<file path="config.mk">
export PLATFORM = sky130hd
export DESIGN_NAME = nano_ctrl
export DESIGN_NICKNAME = d
export VERILOG_FILES = /design/src/rtl/nano_ctrl.sv
export SDC_FILE = /design/constraint.sdc
export NUM_CORES = 1
export LEC_CHECK = 0
export ABC_AREA = 1
export CAP_MARGIN = 20
export CORE_AREA = 2 2 66 68
export CTS_CLUSTER_SIZE = 28
export DETAILED_ROUTE_END_ITERATION = 8
export DIE_AREA = 0 0 68 70
export DONT_BUFFER_PORTS = 1
export PLACE_DENSITY = 0.78
export SLEW_MARGIN = 25
export SYNTH_ARGS = -nofsm -noshare
export SYNTH_HDL_FRONTEND = slang
export SYNTH_SLANG_ARGS = --single-unit
export TNS_END_PERCENT = 10
</file>
<file path="constraint.sdc">
create_clock -name clk -period 6 [get_ports clk]
set_input_delay 0.9 -clock clk [delete_from_list [all_inputs] [get_ports clk]]
set_output_delay 0.9 -clock clk [all_outputs]
set_load 0.02 [all_outputs]
</file>
<file path="src/rtl/nano_ctrl.sv">
// nano_ctrl -- two-byte-instruction accumulator controller.
//
// Fetches an opcode byte (low nibble used) and an operand-address byte,
// then either runs an ALU operation against RAM[operand], stores the
// accumulator to RAM[operand], or performs a (conditional) jump whose
// target is the operand byte itself.
//
// Ports:
//   clk        system clock, rising edge active
//   reset      asynchronous active-high reset
//   step       (NANO_STEP_EN only) single-step enable, FSM waits in F1 while low
//   ram_addr   RAM address (registered)
//   ram_rdata  RAM read data, one cycle after ram_addr
//   ram_wdata  RAM write data (accumulator)
//   ram_we     RAM write enable (registered, cleared asynchronously by reset)
//   alu_i      ALU opcode (IR)
//   alu_a      ALU operand A (accumulator)
//   alu_b      ALU operand B (ram_rdata)
//   alu_cin    ALU carry in (registered C flag)
//   alu_s      ALU result
//   alu_cout   ALU carry out
//   alu_z      ALU zero flag
//   acc        accumulator, debug
//   pc         program counter, debug
//
// Configuration macro: NANO_STEP_EN adds the step input.

module nano_ctrl (
   input  logic       clk,
   input  logic       reset,
`ifdef NANO_STEP_EN
   input  logic       step,
`endif
   output logic [7:0] ram_addr,
   input  logic [7:0] ram_rdata,
   output logic [7:0] ram_wdata,
   output logic       ram_we,
   output logic [3:0] alu_i,
   output logic [7:0] alu_a,
   output logic [7:0] alu_b,
   output logic       alu_cin,
   input  logic [7:0] alu_s,
   input  logic       alu_cout,
   input  logic       alu_z,
   output logic [7:0] acc,
   output logic [7:0] pc
);

   typedef enum logic [2:0] {
      F1  = 3'd0,
      F2  = 3'd1,
      F3  = 3'd2,
      MEM = 3'd3,
      EX  = 3'd4
   } state_t;

   localparam logic [3:0] OP_LAST_ALU = 4'hB;
   localparam logic [3:0] OP_STA      = 4'hC;

   state_t     state_r, state_s;
   logic [7:0] pc_r, pc_s;
   logic [7:0] a_r, a_s;
   logic       c_r, c_s;
   logic       z_r, z_s;
   logic [3:0] ir_r, ir_s;
   logic [7:0] ar_r, ar_s;
   logic [7:0] ram_addr_r, ram_addr_s;
   logic       ram_we_r, ram_we_s;

   // Branch condition for the jump group; non-jump opcodes never take.
   function automatic logic jump_taken(input logic [3:0] op, input logic c, input logic z);
      logic t;
      case (op)
         4'hD:    t = 1'b1;
         4'hE:    t = c;
         4'hF:    t = z;
         default: t = 1'b0;
      endcase
      return t;
   endfunction

   // Next-state and architectural register updates.
   always_comb begin
      state_s = state_r;
      pc_s    = pc_r;
      a_s     = a_r;
      c_s     = c_r;
      z_s     = z_r;
      ir_s    = ir_r;
      ar_s    = ar_r;
      case (state_r)
         F1: begin
`ifdef NANO_STEP_EN
            if (step) begin
               state_s = F2;
            end else begin
               state_s = F1;
            end
`else
            state_s = F2;
`endif
         end
         F2: begin
            ir_s    = ram_rdata[3:0];
            state_s = F3;
         end
         F3: begin
            ar_s = ram_rdata;
            if (ir_r <= OP_STA) begin
               state_s = MEM;
            end else begin
               // Jump target is the operand byte on the bus right now,
               // not the AR copy that only appears next cycle.
               if (jump_taken(ir_r, c_r, z_r)) begin
                  pc_s = ram_rdata;
               end else begin
                  pc_s = pc_r + 8'd2;
               end
               state_s = F1;
            end
         end
         MEM: begin
            if (ir_r == OP_STA) begin
               pc_s    = pc_r + 8'd2;
               state_s = F1;
            end else begin
               state_s = EX;
            end
         end
         EX: begin
            a_s     = alu_s;
            c_s     = alu_cout;
            z_s     = alu_z;
            pc_s    = pc_r + 8'd2;
            state_s = F1;
         end
         default: begin
            state_s = F1;
         end
      endcase
   end

   // RAM address and write enable for the cycle about to start, so both
   // leave the block straight from flops.
   always_comb begin
      ram_addr_s = pc_s;
      ram_we_s   = 1'b0;
      case (state_s)
         F1: begin
            ram_addr_s = pc_s;
         end
         F2, F3: begin
            ram_addr_s = pc_s + 8'd1;
         end
         MEM: begin
            ram_addr_s = ar_s;
            ram_we_s   = (ir_s == OP_STA) && (ir_s > OP_LAST_ALU);
         end
         EX: begin
            ram_addr_s = ar_s;
         end
         default: begin
            ram_addr_s = pc_s;
         end
      endcase
   end

   // State and datapath registers; reset also drops ram_we at once so an
   // interrupted store never reaches the RAM.
   always_ff @(posedge clk or posedge reset) begin
      if (reset) begin
         state_r    <= F1;
         pc_r       <= 8'h00;
         a_r        <= 8'h00;
         c_r        <= 1'b0;
         z_r        <= 1'b0;
         ir_r       <= 4'h0;
         ar_r       <= 8'h00;
         ram_addr_r <= 8'h00;
         ram_we_r   <= 1'b0;
      end else begin
         state_r    <= state_s;
         pc_r       <= pc_s;
         a_r        <= a_s;
         c_r        <= c_s;
         z_r        <= z_s;
         ir_r       <= ir_s;
         ar_r       <= ar_s;
         ram_addr_r <= ram_addr_s;
         ram_we_r   <= ram_we_s;
      end
   end

   assign ram_addr  = ram_addr_r;
   assign ram_we    = ram_we_r;
   assign ram_wdata = a_r;
   assign alu_i     = ir_r;
   assign alu_a     = a_r;
   assign alu_b     = ram_rdata;
   assign alu_cin   = c_r;
   assign acc       = a_r;
   assign pc        = pc_r;

endmodule

</file>
==> flow_metrics.py <==
metrics = {
    "cells_and_area": {
        "final_nets": 332,
        "diodes": 0,
        "drive_above_1_share": 0.132,
        "area.growth.synth_to_final_pct": -1.24,
        "instances_no_fill": 363,
        "utilization": 0.601,
        "fillCellCount": 375,
    },
    "power_and_ir_drop": {
        "power.density_nw_per_um2": 637,
        "vdd_drop_max_mv": 0.295,
        "power.leakage_nw": 1.31,
        "total_power_mw": 1.59,
    },
    "global_routing": {
        "antenna_found_initial": 0,
        "grt_overflow": 0,
        "grt_pass1_vias": 1861,
        "grt_max_degree": 43,
        "grtUsageTotal": 0.241,
        "grt_pass1_wl_um": 8640,
    },
    "drt": {
        "ant_nets": 0,
        "wire_per_inst_um": 14.5,
        "routed_via_density": 5.32,
        "drc": 0,
        "vias": 1931,
        "dr.pass1.iters": 4,
        "wirelength_um": 5250,
        "drtIter0Drc": 147,
    },
    "setup_path": {
        "crit_required_ns": 6.18,
        "path_max_fanout": 13,
        "crit_start": "state_r[1]$_DFF_PP0_",
        "reg2reg_slack_ns": 3.65,
        "endpoint_kind": "flip-flop",
        "cp.arrival_ns": 2.53,
        "r2r-end": "ram_addr[2]$_DFF_PP0_",
        "crit_type": "reg -> reg",
        "r2r_start": "state_r[1]$_DFF_PP0_",
        "critPathCapture": "ram_addr[2]$_DFF_PP0_",
        "r2r.worst_path.cells": 11,
        "start_kind": "flip-flop",
    },
    "clocking": {
        "cts_resized": 0,
        "clk_path_buf_depth": 2,
        "cts_root_buffer": "clkbuf_8",
        "insertion_delay_ns": 0.30,
        "cts_tree": "done",
        "cts_made_buffers": 5,
        "cts_setup_buffers": 0,
        "cts_sinks": 42,
        "cts_max_level": 2,
        "path_clk_slew_ns": 0.08,
        "cts_hold_buf": 0,
    },
    "die": {
        "dieArea_um2": 4760,
        "core_um2": 4140,
        "die_x_um": 68,
        "start_util": 0.609,
        "fp-row-count": 24,
        "die_y_um": 70,
        "io_pins": 74,
    },
    "logic_synthesis": {
        "synth_area_um2": 2520,
        "synth_area_leaders": "dfrtp_1 42%, nand2_1 17%, buf_4 7.4%",
        "yosys-top-cells-count": "114 x nand2_1, 42 x dfrtp_1, 36 x inv_1, 25 x buf_4, 24 x nand3_1",
        "synth.most_common_cell": "nand2_1",
        "synth.largest_area_cell": "dfrtp_1",
        "synth-edff-count": 0,
        "ys_types": 34,
        "yosys_warnings": 0,
        "synth.avg_cell_area_um2": 7.67,
        "ys_seq_elements": 42,
        "synth_top_area_share": 0.417,
        "syn-num-nets": 351,
        "synth_ff_type": "dfrtp_1",
        "syn_inst": 329,
        "async_flop_share": 1.00,
        "ys_seq_area_frac": 0.417,
    },
    "sta": {
        "period_needed_ns": 2.35,
        "slew_headroom": 0.590,
        "rsz0062_at_grt": "false",
        "tightest_slew_ns": 0.612,
        "setup_violations": 0,
        "max_freq_mhz": 426,
        "totalNegativeSetupSlack_ns": 0,
        "clock_skew_ns": 0.00699,
        "fin_crit_sh": 0.391,
        "maxSlewViolCount": 0,
        "finalHoldViolations": 0,
    },
    "place": {
        "gp_congestion": 0.945,
        "dpl.cell_count": 355,
        "port_buffers": 0,
        "dp_hpwl_um": 3800,
    },
    "min_path": {
        "hp-start": "ar_r[5]$_DFF_PP0_",
        "worstHoldPathType": "reg -> reg",
    },
    "status": {
        "status": "complete, no violations",
    },
    "job": {
        "maxCapViolCount": 0,
    },
}
## metrics by stage
step                area, µm²  hold WS [ns]  setup slack (ns)
finish                   2490         0.482              3.65
global route             2490         0.522              3.42
CTS                      2490         0.483              3.60
detailed placement       2400         0.464              3.63
global placement         2400         0.462              3.67
floorplan                2520         0.445              3.96
## cells by family after synthesis
kind of cell               share of synthesized area
adders and majority gates                    0.00992
DFF                                            0.417
and+or+nand+nor                                0.349
buffers and inverters                          0.140
xor gates and xnor gates                      0.0139
AOI/OAI and AO/OA                             0.0699
## cells in the final DEF (no fill, tap or decap)
cell      instances
clkbuf_8          6
a21boi_0          1
nor2_8            1
nand2_4           2
nand2_1         114
ha_1              2
a21oi_1           3
nor2_4            5
a22oi_1           1
clkbuf_1          1
o21ai_1           5
nand3_2           4
a21boi_1          1
dfrtp_1          42
nand3b_1          1
nand2_2           6
o21a_1            1
or2_2             1
o21ai_0          12
nor4_1            1
clkinv_1          1
nor2_1           16
inv_2             5
buf_4             1
nand3_1          24
nand3_4           2
nand4_1           1
inv_1            35
nor3_2            1
o211ai_1          3
xor2_1            3
a211oi_1          1
nor2_2            4
clkinv_2          2
a21oi_4           1
xnor2_1           1
## how the worst min path moves through the flow
stage	end	slack [ns]	cells after the start
finish	ar_r[5]$_DFF_PP0_	0.48	2
global route	ar_r[5]$_DFF_PP0_	0.52	2
CTS	ar_r[4]$_DFF_PP0_	0.48	2
detailed placement	ar_r[5]$_DFF_PP0_	0.46	2
global placement	ar_r[4]$_DFF_PP0_	0.46	2
floorplan	ar_r[4]$_DFF_PP0_	0.44	2
## registers in the layout (all words and copies together), names as in the netlist
name / cells
ar_r: 8
ram_we: 1
z_r: 1
alu_i: 4
pc: 8
state_r: 3
acc: 8
ram_addr: 8
alu_cin: 1
## worst max-delay path, stage by stage, from the launching register on
cell and delay (ns):
dfrtp_1 0.47, inv_1 0.08, nand3_2 0.20, inv_1 0.25
nor2_4 0.26, clkinv_2 0.08, nand2_1 0.07, nand3_2 0.12
ha_1 0.23, or2_2 0.30, nand3_1 0.07, o211ai_1 0.08
## report_power, final
part           internal, mW  switching [mW]  total (mW)  leakage, nW
Sequential            0.415           0.311       0.726        0.523
Clock                0.0928          0.0963       0.189       0.0482
Combinational         0.218           0.453       0.671        0.740
Total                 0.726           0.860        1.59         1.31
## final cells by class
cell class              count  area, µm²  area share
clock buffers               7       86.3      0.0347
flip-flops and latches     42       1050       0.422
multi-input cells         218       1120       0.449
clock inverters             1       5.00     0.00201
repair buffers              1       7.51     0.00301
well taps                  52       65.1      0.0261
inverters                  42        159      0.0638
## per-layer routing
layer / global-route usage / wire, µm / up-vias
met5: 0 / 0 / -
met4: 0.0956 / 77 / 0
met3: 0.0451 / 341 / 10
met2: 0.382 / 2560 / 58
met1: 0.322 / 2270 / 901
li1: - / - / 962
(Power assumes the default switching activity.)
